File: src/rtl/card_dealer_if.sv
// Handshake bundle between the card dealer, the 2 kHz counter and the game FSM.
// The dealer connects through the slave modport; its driver connects through master.
interface card_dealer_if #(
    parameter int WIDTH = 12
);
    logic [WIDTH-1:0] i_Count;
    logic             i_TwoSec;
    logic             i_DrawReq;
    logic             i_NewDeck;
    logic             o_ActCounter;
    logic             o_RstCounter;
    logic [3:0]       o_Card;
    logic             o_CardValid;
    logic             o_Busy;
    logic             o_DeckEmpty;

    modport master (
        output i_Count, i_TwoSec, i_DrawReq, i_NewDeck,
        input  o_ActCounter, o_RstCounter, o_Card, o_CardValid, o_Busy, o_DeckEmpty
    );

    modport slave (
        input  i_Count, i_TwoSec, i_DrawReq, i_NewDeck,
        output o_ActCounter, o_RstCounter, o_Card, o_CardValid, o_Busy, o_DeckEmpty
    );
endinterface

File: src/rtl/card_dealer.sv
// Card dealer: seeds a rank from counter xor LFSR, reduces it mod NUM_RANKS, skips exhausted
// ranks, holds the counter for its 2 s display run and then publishes the card.
module card_dealer #(
    parameter int WIDTH     = 12,
    parameter int NUM_RANKS = 13,
    parameter int COPIES    = 4
) (
    input  logic         clk_2K,
    input  logic         i_Reset,
    card_dealer_if.slave bus
);
    localparam int RW   = $clog2(NUM_RANKS + 1);
    localparam int CW   = $clog2(WIDTH);
    localparam int DECK = NUM_RANKS * COPIES;

    typedef enum logic [1:0] {IDLE, DIV, PROBE, HOLD} state_t;

    state_t           state_q, state_d;
    logic [15:0]      lfsr_q, lfsr_d;
    logic [WIDTH-1:0] seed_q, seed_d;
    logic [RW-1:0]    rem_q, rem_d;
    logic [CW-1:0]    cnt_q, cnt_d;
    logic [RW-1:0]    rank_q, rank_d;
    logic [2:0]       tally_q [1:NUM_RANKS];
    logic [2:0]       tally_d [1:NUM_RANKS];
    logic [5:0]       total_q, total_d;
    logic [3:0]       card_q, card_d;
    logic             valid_q, valid_d;
    logic             busy_q, busy_d;
    logic             empty_q, empty_d;
    logic             act_q, act_d;
    logic             rstc_q, rstc_d;

    logic [RW:0]      trial;
    logic             q_bit;
    logic [RW-1:0]    rem_step;

    // One restoring-division step: bring down the next seed bit, subtract if it fits.
    always_comb begin
        trial    = {rem_q, seed_q[WIDTH-1]};
        q_bit    = (trial >= (RW+1)'(NUM_RANKS));
        rem_step = q_bit ? RW'(trial - (RW+1)'(NUM_RANKS)) : RW'(trial);
    end

    always_comb begin
        state_d = state_q;
        lfsr_d  = {lfsr_q[14:0], lfsr_q[15] ^ lfsr_q[13] ^ lfsr_q[12] ^ lfsr_q[10]};
        seed_d  = seed_q;
        rem_d   = rem_q;
        cnt_d   = cnt_q;
        rank_d  = rank_q;
        tally_d = tally_q;
        total_d = total_q;
        card_d  = card_q;
        valid_d = 1'b0;
        act_d   = act_q;
        rstc_d  = rstc_q;

        unique case (state_q)
            IDLE: begin
                act_d  = 1'b0;
                rstc_d = 1'b1;
                if (bus.i_NewDeck) begin
                    for (int i = 1; i <= NUM_RANKS; i++) tally_d[i] = '0;
                    total_d = '0;
                end else if (bus.i_DrawReq && !empty_q) begin
                    seed_d  = bus.i_Count ^ lfsr_q[WIDTH-1:0];
                    rem_d   = '0;
                    cnt_d   = '0;
                    state_d = DIV;
                end
            end
            DIV: begin
                seed_d = {seed_q[WIDTH-2:0], q_bit};
                rem_d  = rem_step;
                cnt_d  = cnt_q + 1'b1;
                if (cnt_q == CW'(WIDTH - 1)) begin
                    rank_d  = rem_step + 1'b1;
                    state_d = PROBE;
                end
            end
            PROBE: begin
                if (tally_q[rank_q] < 3'(COPIES)) begin
                    tally_d[rank_q] = tally_q[rank_q] + 1'b1;
                    total_d         = total_q + 1'b1;
                    act_d           = 1'b1;
                    rstc_d          = 1'b0;
                    state_d         = HOLD;
                end else begin
                    rank_d = (rank_q == RW'(NUM_RANKS)) ? RW'(1) : rank_q + 1'b1;
                end
            end
            HOLD: begin
                if (bus.i_TwoSec) begin
                    card_d  = 4'(rank_q);
                    valid_d = 1'b1;
                    act_d   = 1'b0;
                    rstc_d  = 1'b1;
                    state_d = IDLE;
                end
            end
            default: state_d = IDLE;
        endcase

        busy_d  = (state_d != IDLE);
        empty_d = (total_d == 6'(DECK));
    end

    always_ff @(posedge clk_2K or negedge i_Reset) begin
        if (!i_Reset) begin
            state_q <= IDLE;
            lfsr_q  <= 16'hACE1;
            seed_q  <= '0;
            rem_q   <= '0;
            cnt_q   <= '0;
            rank_q  <= '0;
            for (int i = 1; i <= NUM_RANKS; i++) tally_q[i] <= '0;
            total_q <= '0;
            card_q  <= '0;
            valid_q <= 1'b0;
            busy_q  <= 1'b0;
            empty_q <= 1'b0;
            act_q   <= 1'b0;
            rstc_q  <= 1'b1;
        end else begin
            state_q <= state_d;
            lfsr_q  <= lfsr_d;
            seed_q  <= seed_d;
            rem_q   <= rem_d;
            cnt_q   <= cnt_d;
            rank_q  <= rank_d;
            for (int i = 1; i <= NUM_RANKS; i++) tally_q[i] <= tally_d[i];
            total_q <= total_d;
            card_q  <= card_d;
            valid_q <= valid_d;
            busy_q  <= busy_d;
            empty_q <= empty_d;
            act_q   <= act_d;
            rstc_q  <= rstc_d;
        end
    end

    assign bus.o_ActCounter = act_q;
    assign bus.o_RstCounter = rstc_q;
    assign bus.o_Card       = card_q;
    assign bus.o_CardValid  = valid_q;
    assign bus.o_Busy       = busy_q;
    assign bus.o_DeckEmpty  = empty_q;
endmodule

File: src/flat_wrapper.sv
// flat-port wrapper written by rule: the top's interface ports become plain ports
module card_dealer_flat 
#(
    parameter int WIDTH     = 12,
    parameter int NUM_RANKS = 13,
    parameter int COPIES    = 4
)
  (clk_2K, i_Reset, bus_i_Count, bus_i_TwoSec, bus_i_DrawReq, bus_i_NewDeck, bus_o_ActCounter, bus_o_RstCounter, bus_o_Card, bus_o_CardValid, bus_o_Busy, bus_o_DeckEmpty);
  card_dealer_if #(.WIDTH(WIDTH)) bus_i ();
  input  logic clk_2K;
  input  logic i_Reset;
  input wire logic [$bits(bus_i.i_Count)-1:0] bus_i_Count;
  input wire logic [$bits(bus_i.i_TwoSec)-1:0] bus_i_TwoSec;
  input wire logic [$bits(bus_i.i_DrawReq)-1:0] bus_i_DrawReq;
  input wire logic [$bits(bus_i.i_NewDeck)-1:0] bus_i_NewDeck;
  output wire logic [$bits(bus_i.o_ActCounter)-1:0] bus_o_ActCounter;
  output wire logic [$bits(bus_i.o_RstCounter)-1:0] bus_o_RstCounter;
  output wire logic [$bits(bus_i.o_Card)-1:0] bus_o_Card;
  output wire logic [$bits(bus_i.o_CardValid)-1:0] bus_o_CardValid;
  output wire logic [$bits(bus_i.o_Busy)-1:0] bus_o_Busy;
  output wire logic [$bits(bus_i.o_DeckEmpty)-1:0] bus_o_DeckEmpty;
  assign bus_i.i_Count = bus_i_Count;
  assign bus_i.i_TwoSec = bus_i_TwoSec;
  assign bus_i.i_DrawReq = bus_i_DrawReq;
  assign bus_i.i_NewDeck = bus_i_NewDeck;
  assign bus_o_ActCounter = bus_i.o_ActCounter;
  assign bus_o_RstCounter = bus_i.o_RstCounter;
  assign bus_o_Card = bus_i.o_Card;
  assign bus_o_CardValid = bus_i.o_CardValid;
  assign bus_o_Busy = bus_i.o_Busy;
  assign bus_o_DeckEmpty = bus_i.o_DeckEmpty;
  card_dealer #(.WIDTH(WIDTH), .NUM_RANKS(NUM_RANKS), .COPIES(COPIES)) u_core (.clk_2K(clk_2K), .i_Reset(i_Reset), .bus(bus_i));
endmodule
File: config.mk
export PLATFORM = sky130hd
export DESIGN_NAME = card_dealer_flat
export DESIGN_NICKNAME = d
export VERILOG_FILES = /design/src/rtl/card_dealer_if.sv /design/src/rtl/card_dealer.sv /design/src/flat_wrapper.sv
export SDC_FILE = /design/constraint.sdc
export NUM_CORES = 1
export LEC_CHECK = 0
export CAP_MARGIN = 20
export CORE_MARGIN = 8
export CORE_UTILIZATION = 54
export DETAILED_ROUTE_END_ITERATION = 8
export HOLD_SLACK_MARGIN = 0.02
export PLACE_DENSITY = 0.76
export SETUP_SLACK_MARGIN = 0.4
export SYNTH_ARGS = -nofsm -noshare
export SYNTH_HDL_FRONTEND = slang
export SYNTH_SLANG_ARGS = --single-unit
File: constraint.sdc
create_clock -name clk_2K -period 2.86 [get_ports clk_2K]
set_input_delay 0.572 -clock clk_2K [delete_from_list [all_inputs] [get_ports clk_2K]]
set_output_delay 0.572 -clock clk_2K [all_outputs]
set_load 0.01 [all_outputs]
==> results by group <==
Yosys
  • Synth unique cells: 54
  • YS warnings: 0
  • Syn nets: 479
  • Compound-gate portion of the synthesized area: 0.1986
  • Post-Synth XOR/XNOR Area: 0.03289
  • Sequential share of the synthesized area: 0.5035
  • Synth top area share: 0.4542
  • Largest area contributor in the netlist: dfrtp_1
  • Synth Flop Type: dfrtp_1
  • Top cells by area, synth: dfrtp_1 45%, dfstp_2 4.9%, o2bb2ai_1 4.8%
  • Main combinational cell family by area after synthesis: compound AO/OA/AOI/OAI gates
  • Post-synthesis mux area share: 0.05899
  • Post-Synth Adder-Cell Area: 0.02610
  • Mapped Area: 4793 um^2
  • Yosys reg bits: 96
  • Asr flop ratio synth: 1.000
  • Synth Instances: 452
  • Post-Synth Simple-Gate Area: 0.1412
  • Synth Area per Inst: 10.60 um^2
  • Number of synthesized flops with an enable pin: 0

Worst setup path
  • Critical setup path kind: flip-flop to flip-flop
  • Critical path fanouts, max: 12
  • CP Data Required Time: 3.12 ns
  • Startpoint Class: flip-flop
  • CP Capture Type: flip-flop
  • CP arrival: 2.78 ns

Global routing
  • Initial antenna violation count: 0
  • Global router's overall resource usage: 0.1846
  • Global-route wire length before repair: 17.62 mm
  • Vias in the first global route: 3,566
  • Largest net degree at the start of global routing: 53
  • Overflow after GRT: 0

Clock network
  • CTS Hold Bufs: 0
  • TritonCTS clock tree: done
  • Total clock sinks: 96
  • Clock Tree Buf Depth: 2
  • TritonCTS buffer count: 9
  • Later-pin clock latency in the skew report: 0.38 ns
  • CTS root buf: clkbuf_8
  • CTS clock-pin slew for the worst setup and hold paths: 0.09 ns
  • Htree depth: 3

Floorplan
  • Initial Util: 0.5523
  • Die height: 110.2 um
  • Cell Rows: 34
  • Die area: 12,150 um^2
  • # IOs: 26
  • Die Wd: 110.2 um
  • Core area: 8678 um^2

STA
  • Worst Tran Pin Value: 0.6585 ns
  • Setup TNS: 0 ns
  • Final Hold Vio Count: 0
  • Final worst-path cycle share: 0.8836
  • Setup violations, final: 0
  • Clk_skew: 0.01789 ns
  • Slew Limit Fails: 0
  • Min Tclk post-route: 2.527 ns
  • RSZ-0062 raised after global routing: yes
  • Fmax: 395.7 MHz
  • Worst slew margin: 0.5610

Run
  • Max Cap Viol: 0

Drt
  • Routed vias: 3,653
  • DR iter-0 viols: 169
  • DR pass1 iterations: 5
  • Routed Antenna Nets: 0
  • WL/cell: 17.60 um
  • Residual DRC: 0
  • Avg Vias per Cell: 6.008
  • Final WL: 10.70 mm

Final layout
  • Fin cells: 608
  • Area Growth Syn to Fin: 17.33%
  • Final #Nets: 522
  • Register area: 2416 um^2
  • Ant. Diodes: 0
  • Fraction of layout cells with a size suffix above 1: 0.1940
  • Fill count: 693
  • Area of the multi-input gates: 2261 um^2

Power and ir drop
  • Cell Pwr Density: 738.0 nW/um^2
  • VDD IR max: 0.0004951 V
  • Leak pwr: 2.493 nW

Status
  • Status: finished clean

Placed design
  • Global placement routability congestion: 0.8703
  • Placed cells: 576
  • IO buf count: 25
  • DP Wirelength: 7.104 mm

Worst hold path
  • Hold crit path type: input pin to asynchronous set/reset pin
==> layer usage <==
| layer | up-vias | share of wire | global-route usage | wire, um |
|---|---|---|---|---|
| met2 | 104 | 0.47 | 0.2808 | 5075 |
| li1 | 1727 | - | - | - |
| met3 | 19 | 0.045 | 0.03372 | 481 |
| met5 | - | 0 | 0 | 0 |
| met1 | 1803 | 0.46 | 0.2506 | 4948 |
| met4 | 0 | 0.018 | 0.08754 | 195 |
==> cells in the mapped netlist, types with 3 or more instances <==
library cell,n
dfstp_2,9
nand2b_1,4
mux2i_1,8
nor2_1,19
dfrtp_1,87
xnor2_1,16
a21o_1,14
nand3_1,6
clkbuf_1,18
nor3b_1,5
a32o_1,13
a22oi_1,3
a21oi_1,30
buf_2,4
and3_1,4
mux4_2,4
nor2b_1,5
nand3b_1,3
buf_1,3
nand4b_1,6
mux2_2,9
inv_1,12
a22o_1,5
nand2_1,56
o2bb2ai_1,26
ha_1,10
a211oi_1,3
o21ai_0,30
nor3_1,6
==> worst max-delay path, stage by stage, from the launching register on <==
cell      delay [ns]
dfrtp_2         0.48
buf_4           0.21
nor3b_1         0.15
a32o_2          0.26
nor4_4          0.36
buf_4           0.18
buf_4           0.11
o21bai_4        0.12
buf_6           0.16
a21o_1          0.18
a32o_1          0.21
==> per-stage QoR <==
stage	utilization	setup slack (ns)	instance area, um^2	hold WS (ns)	total power [mW]
finish	0.6481	0.3330	5624	0.2201	4.150
global route	0.6481	0.2560	5624	0.2747	4.415
CTS	0.6373	0.4174	5530	0.2424	4.069
detailed placement	0.6008	0.1212	5214	0.3423	3.170
global placement	0.5990	0.2198	5199	0.3431	3.089
floorplan	-	0.4214	4800	0.2764	2.734
==> placed cells by master, fill, tap and decap left out, types with 6 or more instances in the layout <==
cell	Yosys	layout
nand2_1	56	56
dfstp_2	9	9
dfrtp_1	87	85
ha_1	10	10
nand3_1	6	6
nor2_1	19	19
inv_1	12	12
a21o_1	14	14
xnor2_1	16	16
mux2_2	9	9
nor3_1	6	6
a21oi_1	30	29
o21ai_0	30	30
buf_4	2	29
a32o_1	13	12
nand4b_1	6	6
o2bb2ai_1	26	25
clkbuf_8	0	9
clkdlybuf4s50_1	0	24
==> power breakdown <==
group          switching [mW]  leakage [nW]  internal, mW  total (mW)
sequential              0.173          1.28          1.54        1.71
combinational           0.896          1.13         0.695        1.59
clock                   0.512        0.0888         0.333       0.844
total                    1.58          2.49          2.57        4.15
==> repair_timing <==
item / 4_1_cts / 5_1_grt
gates resized for setup: 9 / 11
pin swaps: 3 / 6
endpoints found under the setup margin: 47 / 30
buffers inserted: 10 / 6
==> area by class of cell <==
cell class                      count  area share
Clock buffer                        9     0.02202
Clock inverter                      7     0.01090
Inverter                           13    0.008676
Multi-Input combinational cell    314      0.4020
Sequential cell                    96      0.4296
Tap cell                          108     0.02403
Timing Repair Buffer               61      0.1028
==> cell families after synthesis <==
logic type	count (synthesis)
flops	96
simple gates	128
xor+xnor	18
fa+ha+maj	10
buf+inv	42
compound gates	136
mux	22
==> state kept, by name, indices dropped and copies added (netlist names), 2 cells and up <==
signal	flops
u_core.rank_q	4
u_core.bus.o_Card	4
u_core.cnt_q	4
u_core.tally_q	39
u_core.state_q	2
u_core.rem_q	4
u_core.total_q	6
u_core.lfsr_q	16
u_core.seed_q	12
==> worst paths after layout <==
kind | from | end | slack [ns] | cells after the start
min in group clk_2K | u_core.lfsr_q[14]$_DFF_PN0_ | u_core.lfsr_q[15]$_DFF_PN1_ | 0.37 | 0
worst max-delay path | u_core.rank_q[1]$_DFFE_PN0P_ | u_core.tally_q[21]$_DFFE_PN0P_ | 0.33 | 10
worst min-delay path | i_Reset | u_core.lfsr_q[9]$_DFF_PN0_ | 0.22 | 1
max in group asynchronous | i_Reset | u_core.rank_q[1]$_DFFE_PN0P_ | 1.94 | 2
worst min register to register | u_core.lfsr_q[14]$_DFF_PN0_ | u_core.lfsr_q[15]$_DFF_PN1_ | 0.37 | 0
worst max register to register | u_core.rank_q[1]$_DFFE_PN0P_ | u_core.tally_q[21]$_DFFE_PN0P_ | 0.33 | 10
Power figures use the tool's default switching activity.
